**config.mk**
```make
export PLATFORM = sky130hd
export DESIGN_NAME = rv32i_ex_mem_reg
export DESIGN_NICKNAME = d
export VERILOG_FILES = /design/src/rtl/rv32i_ex_mem_reg.sv
export SDC_FILE = /design/constraint.sdc
export NUM_CORES = 1
export LEC_CHECK = 0
export CORE_MARGIN = 2
export CORE_UTILIZATION = 38
export CTS_CLUSTER_SIZE = 20
export DETAILED_ROUTE_END_ITERATION = 16
export MAX_ROUTING_LAYER = met4
export PLACE_DENSITY_LB_ADDON = 0.25
export SETUP_SLACK_MARGIN = 0.05
export SLEW_MARGIN = 20
export SYNTH_ARGS = -nofsm -noshare
export SYNTH_HDL_FRONTEND = slang
export SYNTH_SLANG_ARGS = --single-unit
```
**constraint.sdc**
```tcl
create_clock -name clk -period 1.4 [get_ports clk]
set_input_delay 0.28 -clock clk [delete_from_list [all_inputs] [get_ports clk]]
set_output_delay 0.28 -clock clk [all_outputs]
set_load 0.01 [all_outputs]
```
**src/rtl/rv32i_ex_mem_reg.sv**
```systemverilog
// +------------------------------------------------------------------------+
// | rv32i_ex_mem_reg : EX->MEM pipeline register with load/store decode,   |
// |                    illegal-encoding flag and load/store event counters |
// | Revision 1.0                                                           |
// +------------------------------------------------------------------------+
`default_nettype none

module rv32i_ex_mem_reg #(
  parameter int CNT_W = 16
) (
  input  logic             clk,
  input  logic             rst_n,
  input  logic             stall,
  input  logic             flush,
  input  logic             ex_valid,
  input  logic [31:0]      ex_alu_res,
  input  logic [31:0]      ex_rs2_data,
  input  logic [2:0]       ex_funct3,
  input  logic             ex_is_load,
  input  logic             ex_is_store,
  input  logic [4:0]       ex_rd,
  input  logic             ex_reg_we,
  input  logic [31:0]      ex_pc,
  output logic             mem_valid,
  output logic [31:0]      dm_adr,
  output logic [1:0]       access_sz,
  output logic             s_us,
  output logic [31:0]      sd_32,
  output logic [1:0]       acc_type,
  output logic [4:0]       mem_rd,
  output logic             mem_reg_we,
  output logic             mem_wb_sel,
  output logic [31:0]      mem_pc,
  output logic             illegal_mem,
  output logic [CNT_W-1:0] ld_cnt,
  output logic [CNT_W-1:0] st_cnt
);

  localparam logic [1:0] c_ACC_NONE  = 2'b00;
  localparam logic [1:0] c_ACC_READ  = 2'b01;
  localparam logic [1:0] c_ACC_WRITE = 2'b10;

  logic       w_ld_f3_ok;
  logic       w_st_f3_ok;
  logic       w_illegal;
  logic       w_load;
  logic       w_store;
  logic [1:0] w_acc_type;
  logic [1:0] w_access_sz;
  logic       w_s_us;
  logic       w_wb_sel;
  logic       w_reg_we;

  always_comb begin
    w_ld_f3_ok = 1'b0;
    w_st_f3_ok = 1'b0;
    case (ex_funct3)
      3'b000, 3'b001, 3'b010: begin
        w_ld_f3_ok = 1'b1;
        w_st_f3_ok = 1'b1;
      end
      3'b100, 3'b101: w_ld_f3_ok = 1'b1;
      default: begin
        w_ld_f3_ok = 1'b0;
        w_st_f3_ok = 1'b0;
      end
    endcase
  end

  // Bubbles never raise the illegal flag; only a real instruction can trap.
  always_comb begin
    w_illegal = ex_valid & ((ex_is_load & ex_is_store) |
                            (ex_is_load & ~w_ld_f3_ok) |
                            (ex_is_store & ~w_st_f3_ok));
    w_load    = ex_valid & ex_is_load  & ~ex_is_store & w_ld_f3_ok;
    w_store   = ex_valid & ex_is_store & ~ex_is_load  & w_st_f3_ok;

    w_acc_type = c_ACC_NONE;
    if (w_load) begin
      w_acc_type = c_ACC_READ;
    end else if (w_store) begin
      w_acc_type = c_ACC_WRITE;
    end

    // funct3[1:0] is the size code for every legal access; bit 2 marks unsigned loads.
    w_access_sz = (w_load | w_store) ? ex_funct3[1:0] : 2'b00;
    w_s_us      = w_load & ex_funct3[2];
    w_wb_sel    = w_load;
    w_reg_we    = ex_valid & ~w_illegal & ~w_store & ex_reg_we;
  end

  always_ff @(posedge clk or negedge rst_n) begin
    if (!rst_n) begin
      mem_valid   <= 1'b0;
      dm_adr      <= 32'd0;
      access_sz   <= 2'b00;
      s_us        <= 1'b0;
      sd_32       <= 32'd0;
      acc_type    <= c_ACC_NONE;
      mem_rd      <= 5'd0;
      mem_reg_we  <= 1'b0;
      mem_wb_sel  <= 1'b0;
      mem_pc      <= 32'd0;
      illegal_mem <= 1'b0;
      ld_cnt      <= '0;
      st_cnt      <= '0;
    end else if (flush) begin
      mem_valid   <= 1'b0;
      dm_adr      <= 32'd0;
      access_sz   <= 2'b00;
      s_us        <= 1'b0;
      sd_32       <= 32'd0;
      acc_type    <= c_ACC_NONE;
      mem_rd      <= 5'd0;
      mem_reg_we  <= 1'b0;
      mem_wb_sel  <= 1'b0;
      mem_pc      <= 32'd0;
      illegal_mem <= 1'b0;
    end else if (!stall) begin
      mem_valid   <= ex_valid;
      dm_adr      <= ex_alu_res;
      access_sz   <= w_access_sz;
      s_us        <= w_s_us;
      sd_32       <= ex_rs2_data;
      acc_type    <= w_acc_type;
      mem_rd      <= ex_rd;
      mem_reg_we  <= w_reg_we;
      mem_wb_sel  <= w_wb_sel;
      mem_pc      <= ex_pc;
      illegal_mem <= w_illegal;
      if (w_load) begin
        ld_cnt <= ld_cnt + CNT_W'(1);
      end
      if (w_store) begin
        st_cnt <= st_cnt + CNT_W'(1);
      end
    end
  end

endmodule

`default_nettype wire

```
# Word-level counts from Yosys, hierarchy flattened
# Cells that the tools add are included.
# totals
register_bits	142
in_bits	112
out_inout_bits	142
wordCells	77
# classes
addsub	2
eq_ne	5
mux	27
n_bitwise	25
reduce_logical	5
# ops
op	count
two-way mux 32 bit	6
adder 16 x 1 -> 16 bit, second input constant	2
AND 1 bit	14
two-way mux 2 bit	7
two-way mux 1 bit	12
two-way mux 5 bit	2
inverter 1 bit	8
== test 3 bit, second input constant	2
AND reduction 3 bit	2
OR reduction 5 bit	1
== test 3 x 1 -> 1 bit, second input constant	1
== test 3 x 2 -> 1 bit, second input constant	1
logical NOT 3 bit	1
OR 1 bit	3
OR reduction 3 bit	1
inequality test 2 x 1 -> 1 bit, second input constant	1

# Longest topological paths before layout
# Gate-level depths: netlist of run 1.
# depth
depth_word	14
ltp_mapped	6
ltp_nobuf	5

# Worst setup path before layout of run 1
# OpenSTA, ideal clock, no wires.
# synth_timing
path_kind	reg-to-reg
startpoint	register ld_cnt[4]
endpoint	register ld_cnt[13]
setup_time_ps	79
arrival_time_ps	1519
required_ps	1321
slack_ps	-198
stages_incl_launch_ff	5
n_path_buf	0
synth_period_minus_slack_ps	1598
path_cell_list	dfrtp_1 -> nand4bb_1 -> or4b_4 -> nor4_1 -> xor2_1
# synth_between
elab_chain_len	1
# synth_lines
element	line	rtl
from (decl)	35	output logic [CNT_W-1:0] ld_cnt,
from (signal assigned)	132	ld_cnt <= ld_cnt + CNT_W'(1);
adder 16 x 1 -> 16 bit	132	
# No other way between the ends.
# A chain may end at the register's enable or synchronous reset.

# Worst setup path in the final report of run 1
# layout_timing
startpoint	register ld_cnt[5]
endpoint	register ld_cnt[11]
# The elaborated chain is that of the path after synthesis.

==> flow_summary.yaml, run 1 <==
run_status:
  status: "finished with violations"
  violations: "setup timing"
global_route:
  grt_max_degree: 72
  grtUsageTotal_pct: 21.1
  grt_pass1_wl_um: 26400
  grt_remaining_overflow: 0
  grt_pass1_vias: 5272
  antenna_found_initial: 0
drt:
  vias: 4928
  viasPerCell: 4.89
  routed-wl-met2_um: 8600
  drt_iter0_markers: 165
  postRouteAntennaNets: 0
  routed_wl_um: 16800
  wl_per_cell_um: 16.7
  drc: 0
  met3_length_um: 1110
  top_layer: "met4"
  drtPass1Iterations: 4
  met1_length_um: 6600
finish:
  syn_to_final_growth_pct: 59.7
  n_antenna_cell: 0
  fillCellCount: 1183
  drive_above_1_share_pct: 28.2
  fin_area_sq_um: 9410
  fin_nets: 921
synthesis:
  yosysMostFrequentCell: "dfrtp_1"
  synth_fp_nets: 612
  synthAdderAreaFrac_pct: 0.425
  syn_area_sq_um: 5890
  netlist_top_cells_area: "dfrtp_1, mux2i_1, nor2_1"
  ys_warn_count: 0
  synth-compound-area-share_pct: 1.30
  synthFlopType: "dfrtp_1"
  synth-seq-cells: 141
  synth_top_area_share_pct: 59.9
  synth_top_family_by_area: "multiplexers"
  synth-xor-area-share_pct: 4.46
  yosysTopAreaCell: "dfrtp_1"
  synthCells: 498
  synth_cell_type_count: 34
  ys_seq_area_share_pct: 59.9
  yosys.area_share.simple_pct: 14.4
  synth_area_per_cell_sq_um: 11.8
  synthTopCellsByCount: "dfrtp_1, nor2_1, mux2i_1"
  synth_edf_count: 0
  async_reset_ff_share_pct: 100
  synth_mux_area_share_pct: 17.4
sta:
  worst_pin_slew_ns: 0.770
  fmax_mhz: 665
  setup_viol: 9
  hold_slack_ns: 0.310
  fin_ws_ns: -0.105
  finalHoldViolations: 0
  finClkSkew_ns: 0.00796
  rsz0062_at_grt: "true"
  slew_headroom_pct: 48.6
  fin_crit_sh_pct: 107
  period_needed_ns: 1.50
  slew_viol_final: 0
worst_setup_path:
  required_ns: 1.73
  path_class: "register to register"
  arrival_ns: 1.84
  crit_start: "ld_cnt[5]"
  timing.rr.start: "ld_cnt[5]"
  critPathLaunchType: "register"
  path_max_fanout: 5
  endpoint_kind: "register"
floorplan:
  start_util_pct: 38.9
  die_w_um: 128
  rows: 45
  io_pins: 254
  core_sq_um: 15100
  die_area_sq_um: 16500
  chipHeight_um: 128
placement:
  io_buffers: 253
  dpl_worst_slack_ns: -0.568
  place.gp.congestion: 0.835
  placed_area_sq_um: 8930
  hpwl_um: 11600
clock_network:
  path_clk_slew_ns: 0.06
  htree_levels: 4
  insertion_delay_ns: 0.41
  cts_tree: "done"
  cts_buffer_depth: 2
  cts_sinks: 141
  cts_buffers: 17
  cts_root_buf: "clkbuf_16"
power:
  p_seq_share_pct: 41.8
  total_power_w: 0.0107
  p_comb_share_pct: 15.8
  power_switching_w: 0.00258
  vdd_drop_max_v: 0.000679
  power.density_nw_per_um2: 1130
  p_int_w: 0.00808
  switching_share_pct: 24.2
  pwr-share-clk_pct: 42.5
  p_leak_nw: 4.77
run:
  cap_violations: 0
hold_path:
  hold_class: "input port to asynchronous set/reset pin"
[power by group through the flow]
stage               Sequential (W)  Clock, W  Combinational, W
floorplan                  0.00463         0          0.000478
global placement           0.00450         0           0.00167
detailed placement         0.00451         0           0.00170
CTS                        0.00445   0.00462           0.00174
global route               0.00447   0.00481           0.00184
finish                     0.00445   0.00452           0.00168
[layout by cell type (no fill, tap or decap), types with 17 or more instances in the layout]
| cell type | instances |
|---|---|
| clkdlybuf4s15_1 | 42 |
| buf_2 | 27 |
| clkbuf_2 | 64 |
| nor2_1 | 109 |
| mux2i_1 | 101 |
| buf_4 | 52 |
| clkbuf_16 | 17 |
| nand2_1 | 17 |
| clkdlybuf4s50_1 | 102 |
| xnor2_1 | 20 |
| dfrtp_1 | 134 |
[sequential cells by signal, indices dropped and copies added (netlist names), 2 cells and up]
name,count
dm_adr,32
mem_pc,32
sd_32,32
ld_cnt,16
st_cnt,16
mem_rd,5
acc_type,2
access_sz,2
[cells by family (layout without fill, tap and decap cells)]
| logic type | after synthesis | after routing |
|---|---|---|
| xor+xnor | 30 | 30 |
| fa+ha+maj | 2 | 2 |
| compound gates | 13 | 13 |
| buf+inv | 29 | 350 |
| mux | 102 | 102 |
| simple gates | 181 | 181 |
| flops | 141 | 141 |
[path summary, 6_finish.rpt]
path	end	slack [ns]	cells after the start
worst max-delay path	ld_cnt[11]	-0.10	4
max in group asynchronous	mem_pc[0]	0.57	3
worst max register to register	ld_cnt[11]	-0.10	4
worst min register to register	ld_cnt[15]	0.47	1
worst min-delay path	dm_adr[1]	0.31	2
min in group clk	access_sz[0]	0.43	4
[cell type report]
class / instances / area (sq um) / share of cell area (%)
clock buffers: 22 / 494 / 5.25
multi-input cells: 328 / 2360 / 25.1
well taps: 188 / 235 / 2.50
repair buffers: 318 / 2660 / 28.3
clock inverters: 9 / 109 / 1.16
flip-flops and latches: 141 / 3540 / 37.6
inverters: 1 / 3.75 / 0.0399
[what timing repair did]
item / 4_1_cts / 5_1_grt
endpoints found under the hold margin: 22 / 0
buffers inserted: 21 / 8
endpoints found under the setup margin: 171 / 95
resized for setup: 371 / 90
hold buffers: 1 / 0
pin swaps: 13 / 7
[through the flow]
stage / utilization, % / setup TNS (ns) / std cells
floorplan: - / -0.862 / 498
finish: 62.1 / -0.576 / 1007
global placement: 59.0 / -15.71 / 947
detailed placement: 59.0 / -18.34 / 947
global route: 62.1 / -1.35 / 1007
CTS: 64.1 / -0.389 / 1000
[critical path: stages, from the launching register on]
cell and delay [ns]:
dfrtp_1 0.37, nand4bb_1 0.13, or4b_4 0.58, nor3_2 0.17, xor2_1 0.18
[metal layers]
layer / global-route usage [%] / up-vias
li1: - / 2308
met2: 36.1 / 179
met3: 5.95 / 38
met5: - / -
met1: 23.4 / 2403
met4: 8.63 / 0
No activity file was read; power rests on OpenSTA's default activity.
==> run 2, diff against run 1 <==
--- a/config.mk
+++ b/config.mk
@@ -10,9 +10,9 @@
 export CTS_CLUSTER_SIZE = 20
 export DETAILED_ROUTE_END_ITERATION = 16
 export MAX_ROUTING_LAYER = met4
-export PLACE_DENSITY_LB_ADDON = 0.25
+export PLACE_DENSITY = 0.76
 export SETUP_SLACK_MARGIN = 0.05
-export SLEW_MARGIN = 20
+export SLEW_MARGIN = 5
 export SYNTH_ARGS = -nofsm -noshare
 export SYNTH_HDL_FRONTEND = slang
 export SYNTH_SLANG_ARGS = --single-unit
==> run 2 against run 1 <==
Global-route usage decreased by 0.62 points; largest cell class unchanged; wire length decreased by 3.3%; clock-buffer cell count down 1; worst hold slack got worse by 0.096 ns; cell count unchanged; sequential share of layout area rose by 0.17 points; design area shrank 0.44%; critical path type unchanged; the flow still finishes with violations (setup timing); core utilization decreased by 0.27 points; setup slack got worse by 0.031 ns; combinational power fell by 7%; via count down 1.4%.
==> flow_summary.yaml, run 2 (same netlist as run 1, synthesis figures left out) <==
run_status:
  status: "finished with violations"
  violations: "setup timing"
finish:
  fin_nets: 921
  drive_above_1_share_pct: 27.6
  final_util_pct: 61.8
  n_antenna_cell: 0
  syn_to_final_growth_pct: 59.0
  reg_top3: "dm_adr x32, mem_pc x32, sd_32 x32"
  final_cell_mix: "dfrtp_1, nor2_1, clkdlybuf4s50_1, mux2i_1, clkbuf_2"
  final_common_cell: "dfrtp_1"
  fin_cells: 1007
  fillCellCount: 1225
hold_path:
  hp-start: "flush"
  hold_class: "input port to register"
drt:
  postRouteAntennaNets: 0
  drtPass1Iterations: 4
  drc: 0
  wl_per_cell_um: 16.1
  routed_wl_um: 16200
  viasPerCell: 4.83
  drt_iter0_markers: 169
  vias: 4860
sta:
  finClkSkew_ns: 0.00881
  fin_crit_sh_pct: 110
  slew_headroom_pct: 61.4
  setup_viol: 11
  fin_ws_ns: -0.136
  worst_pin_slew_ns: 0.579
  rsz0062_at_grt: "true"
  slew_viol_final: 0
  period_needed_ns: 1.54
  fmax_mhz: 651
  hold_slack_ns: 0.214
  finalHoldViolations: 0
global_route:
  top_usage_layer: "met2"
  antenna_found_initial: 0
  grt_util_met1_pct: 24.2
  grtUsageTotal_pct: 20.5
  grt_pass1_wl_um: 25700
  met3_usage_pct: 5.61
  met2_usage_pct: 33.8
  grt_max_degree: 64
  grt_remaining_overflow: 0
  grt_pass1_vias: 5086
placement:
  hpwl_um: 11700
  place.gp.congestion: 0.864
  dpl_worst_slack_ns: -0.575
  io_buffers: 253
  placedCellCount: 946
run:
  cap_violations: 0
clock_network:
  cts_tree: "done"
  cts_buffers: 17
  htree_levels: 4
  cts_sinks: 141
  insertion_delay_ns: 0.42
  cts_root_buf: "clkbuf_16"
  cts_buffer_depth: 2
  path_clk_slew_ns: 0.06
worst_setup_path:
  path_max_fanout: 5
  critPathLaunchType: "register"
  endpoint_kind: "register"
  timing.rr.start: "ld_cnt[5]"
  crit_start: "ld_cnt[5]"
  required_ns: 1.74
  arrival_ns: 1.88
  path_class: "register to register"
floorplan:
  start_util_pct: 38.9
  core_sq_um: 15100
  chipHeight_um: 128
  io_pins: 254
  rows: 45
  die_area_sq_um: 16500
  die_w_um: 128
power:
  p_leak_nw: 4.79
  switching_share_pct: 23.7
  power.density_nw_per_um2: 1130
  vdd_drop_max_v: 0.000711
  pwr-share-clk_pct: 43.2
  p_comb_share_pct: 14.9
  power_switching_w: 0.00251
  p_int_w: 0.00808
  p_seq_share_pct: 41.9
-- run 2: metrics by stage --
step | power, W | instance area [sq um] | TNS [ns]
2_1_floorplan | 0.00510 | 5970 | -0.862
3_3_place_gp | 0.00617 | 8940 | -16.00
3_5_place_dp | 0.00622 | 8940 | -18.82
4_1_cts | 0.0108 | 9710 | -0.661
5_1_grt | 0.0111 | 9370 | -1.35
6_report | 0.0106 | 9370 | -0.687
-- run 2: area by class of cell --
type	count	area, sq um	share of cell area, %
Sequential cell	141	3540	37.8
Timing Repair Buffer	318	2650	28.3
Multi-Input combinational cell	328	2330	24.9
Clock buffer	21	470	5.02
Tap cell	188	235	2.51
Clock inverter	10	138	1.47
Inverter	1	3.75	0.0401
-- run 2: path summary, 6_finish.rpt --
kind | cells after the start | slack, ns | endpoint
worst min-delay path | 3 | 0.21 | s_us
worst max register to register | 4 | -0.14 | ld_cnt[15]
max in group asynchronous | 3 | 0.56 | dm_adr[13]
worst max-delay path | 4 | -0.14 | ld_cnt[15]
worst min register to register | 1 | 0.51 | st_cnt[5]
min in group asynchronous | 2 | 0.33 | ld_cnt[12]
-- run 2: layer usage --
metal,vias up,part of all wire (%),routed length [um]
li1,2309,-,-
met4,0,2.5,408
met2,181,50,8130
met1,2341,41,6610
met5,-,0,0
met3,29,6.7,1090
-- run 2: repair_timing --
| action | in CTS | in global routing |
|---|---|---|
| buffers inserted | 24 | 6 |
| gates resized for setup | 368 | 85 |
| endpoints found under the setup margin | 172 | 99 |
| pin swaps | 4 | 6 |
| hold endpoints to repair | 28 | 0 |
| hold buffers | 1 | 0 |
-- run 2: power by group through the flow --
stage,registers [W],logic [W],clock network [W]
after CTS,0.00445,0.00165,0.00469
final,0.00444,0.00157,0.00458
after floorplan,0.00463,0.000478,0
after global routing,0.00447,0.00173,0.00487
after detailed placement,0.00452,0.00170,0
after global placement,0.00450,0.00167,0
-- run 2: critical path, stage by stage, from the launching register on --
cell	delay, ns
dfrtp_1	0.34
nand4bb_1	0.14
or4b_4	0.60
nor4_4	0.24
xor2_1	0.16
==> run 3, diff against run 2 <==
--- a/config.mk
+++ b/config.mk
@@ -7,6 +7,7 @@
 export LEC_CHECK = 0
 export CORE_MARGIN = 2
 export CORE_UTILIZATION = 38
+export CTS_CLUSTER_DIAMETER = 150
 export CTS_CLUSTER_SIZE = 20
 export DETAILED_ROUTE_END_ITERATION = 16
 export MAX_ROUTING_LAYER = met4
==> results of run 3 <==
Same layout as run 2: the final DEF is identical, and so are final timing and power.
==> RTL change, RTL diff (settings of run 1) <==
Put one more register stage on the output `st_cnt`, with the module's reset. The value now appears one clock later. The other outputs are not delayed to match.
--- a/src/rtl/rv32i_ex_mem_reg.sv
+++ b/src/rtl/rv32i_ex_mem_reg.sv
@@ -39,6 +39,8 @@
   localparam logic [1:0] c_ACC_NONE  = 2'b00;
   localparam logic [1:0] c_ACC_READ  = 2'b01;
   localparam logic [1:0] c_ACC_WRITE = 2'b10;
+
+  logic [CNT_W-1:0] st_cnt_s0;
 
   logic       w_ld_f3_ok;
   logic       w_st_f3_ok;
@@ -103,7 +105,7 @@
       mem_pc      <= 32'd0;
       illegal_mem <= 1'b0;
       ld_cnt      <= '0;
-      st_cnt      <= '0;
+      st_cnt_s0   <= '0;
     end else if (flush) begin
       mem_valid   <= 1'b0;
       dm_adr      <= 32'd0;
@@ -132,8 +134,16 @@
         ld_cnt <= ld_cnt + CNT_W'(1);
       end
       if (w_store) begin
-        st_cnt <= st_cnt + CNT_W'(1);
+        st_cnt_s0 <= st_cnt_s0 + CNT_W'(1);
       end
+    end
+  end
+
+  always_ff @(posedge clk or negedge rst_n) begin
+    if (!rst_n) begin
+      st_cnt <= '0;
+    end else begin
+      st_cnt <= st_cnt_s0;
     end
   end
 
Function: changed (a bounded check fails within 4 cycles, from zero or initial values and one cycle with rst_n low).
==> RTL change against run 1 <==
- the flow still finishes with violations (negative setup slack)
- power increased by 2.9%
- routed wire length is 5.6% higher
- setup slack improved by 24 ps
- core utilization is 1.7 points lower
- global-route usage decreased by 0.54 points
- clock skew about the same
- combinational power up 3%
- sequential cell count grew 16
- final area increased by 5.8%
- maximum frequency increased by 1.7%
- worst hold slack worse by 120 ps
- synthesized cell count up 4.2%
- synthesized area grew 7.9%
- highest routed layer unchanged
==> RTL change: results <==
metrics = {
    "finish": {
        "fillCellCount": 1373,
        "number_of_non_clock_inverters": 5,
        "multi_input_gates": 331,
        "multi_input_area_um2": 2410,
        "sh_seq_area_pct": 39.5,
        "layout.buffer.nonclock.area_share_pct": 27.7,
        "clockNetworkAreaShare_pct": 5.63,
        "final-instance-count-excl-fill": 1081,
        "buffers": 336,
        "clock_buffers": 19,
    },
    "yosys": {
        "leading_cell_types_by_total_area_after_synthesis": "sky130_fd_sc_hd__dfrtp_1 62%, sky130_fd_sc_hd__mux2i_1 16%, sky130_fd_sc_hd__nor2_1 7.0%",
        "ys_types": 35,
        "synth_area_per_cell_um2": 12.2,
        "seq_area_frac_synth_pct": 61.8,
        "syn_inst": 519,
        "synth_commonest_cells": "157 x sky130_fd_sc_hd__dfrtp_1, 118 x sky130_fd_sc_hd__nor2_1, 102 x sky130_fd_sc_hd__mux2i_1",
    },
    "placement": {
        "dpl_cell_area_um2": 9530,
        "gp_congestion": 0.914,
        "placed_cells_incl_taps": 1019,
        "place_hpwl_um": 12500,
    },
    "timing": {
        "postLayoutSetupSlackWorst_ps": -80.3,
        "final-setup-viol-count": 8,
        "clock_skew_ps": 7.77,
        "timing_worst_slew_pin_value_ps": 563,
    },
    "run_status": {
        "run_status": "finished with violations",
        "failed_checks": "negative setup slack",
    },
    "grt": {
        "grt_usage_pct": 20.6,
        "grt_pass1_vias": 5280,
        "groute.layer.met3.usage_pct": 6.35,
        "wire_length_of_the_first_global_routing_pass_um": 27800,
        "globalRouteMet2Util_pct": 34.2,
        "grt_start_max_net_pins": 65,
    },
    "power_and_ir_drop": {
        "ir_worst_vdd_uv": 773,
        "p_sw_share_pct": 25.8,
        "p_leak_uw": 0.00513,
        "pg_clk_uw": 4320,
        "pg_seq_uw": 4920,
    },
    "drt": {
        "num_vias": 5070,
        "avgRoutedWirePerCell_um": 16.4,
        "detail_route.iter0.violations": 163,
    },
    "worst_setup_path": {
        "cp_data_arrival_time_ps": 1790,
        "timing.critical_path.slowest_cell_delay_ps": 360,
        "worst_path_max_delay_cell": "sky130_fd_sc_hd__dfrtp_1",
    },
    "hold_path": {
        "timing.hold.worst.class": "input pin to flip-flop",
    },
}
[RTL change: cell types whose count changed after synthesis, sizes merged, moves of 4 or more]
cell and change:
buf +7, clkbuf -9, dfrtp +16, inv +4, nor2 +7, xnor2 -4
xor2 +4
[RTL change: layer usage]
layer | vias up | wire length, um
met1 | 2445 | 7340
met2 | 181 | 8910
li1 | 2419 | -
met5 | - | 0
met4 | 0 | 328
met3 | 25 | 1140
[RTL change: path summary, 6_finish.rpt]
check,end,start,depth (start not counted)
max,ld_cnt[10],ld_cnt[0],6
min,mem_reg_we,flush,3
max reg2reg,ld_cnt[10],ld_cnt[0],6
min reg2reg,st_cnt[14],st_cnt_s0[14],0
max in group asynchronous,sd_32[11],rst_n,3
min in group asynchronous,dm_adr[1],rst_n,2
[RTL change: timing repair]
| action | CTS | global route |
|---|---|---|
| hold buffers | 1 | 0 |
| hold endpoints to repair | 28 | 0 |
| pin swaps | 20 | 20 |
| setup endpoints to repair | 170 | 116 |
| gates resized for setup | 367 | 108 |
| setup buffers | 16 | 14 |
[RTL change: stage by stage]
stage	setup slack [ps]	TNS, ps	hold slack (ps)	utilization (%)	power, uW
2_1_floorplan	-89.0	-299	-15.6	-	5570
3_3_place_gp	-528	-14650	211	57.9	6690
3_5_place_dp	-592	-16400	212	57.9	6750
4_1_cts	-20.1	-31.1	163	62.3	11100
5_1_grt	-146	-1090	178	60.4	11400
6_report	-80.3	-267	193	60.4	11000
[RTL change: kinds of logic after synthesis]
kind of cell | count (synthesis) | share of synthesized area (%)
multiplexers | 104 | 16.4
AO/OA/AOI/OAI | 13 | 1.38
AND/OR/NAND/NOR | 182 | 13.7
buffers and inverters | 31 | 2.17
flip-flops | 157 | 61.8
adder cells (fa/ha/maj) | 2 | 0.394
XOR/XNOR | 30 | 4.14
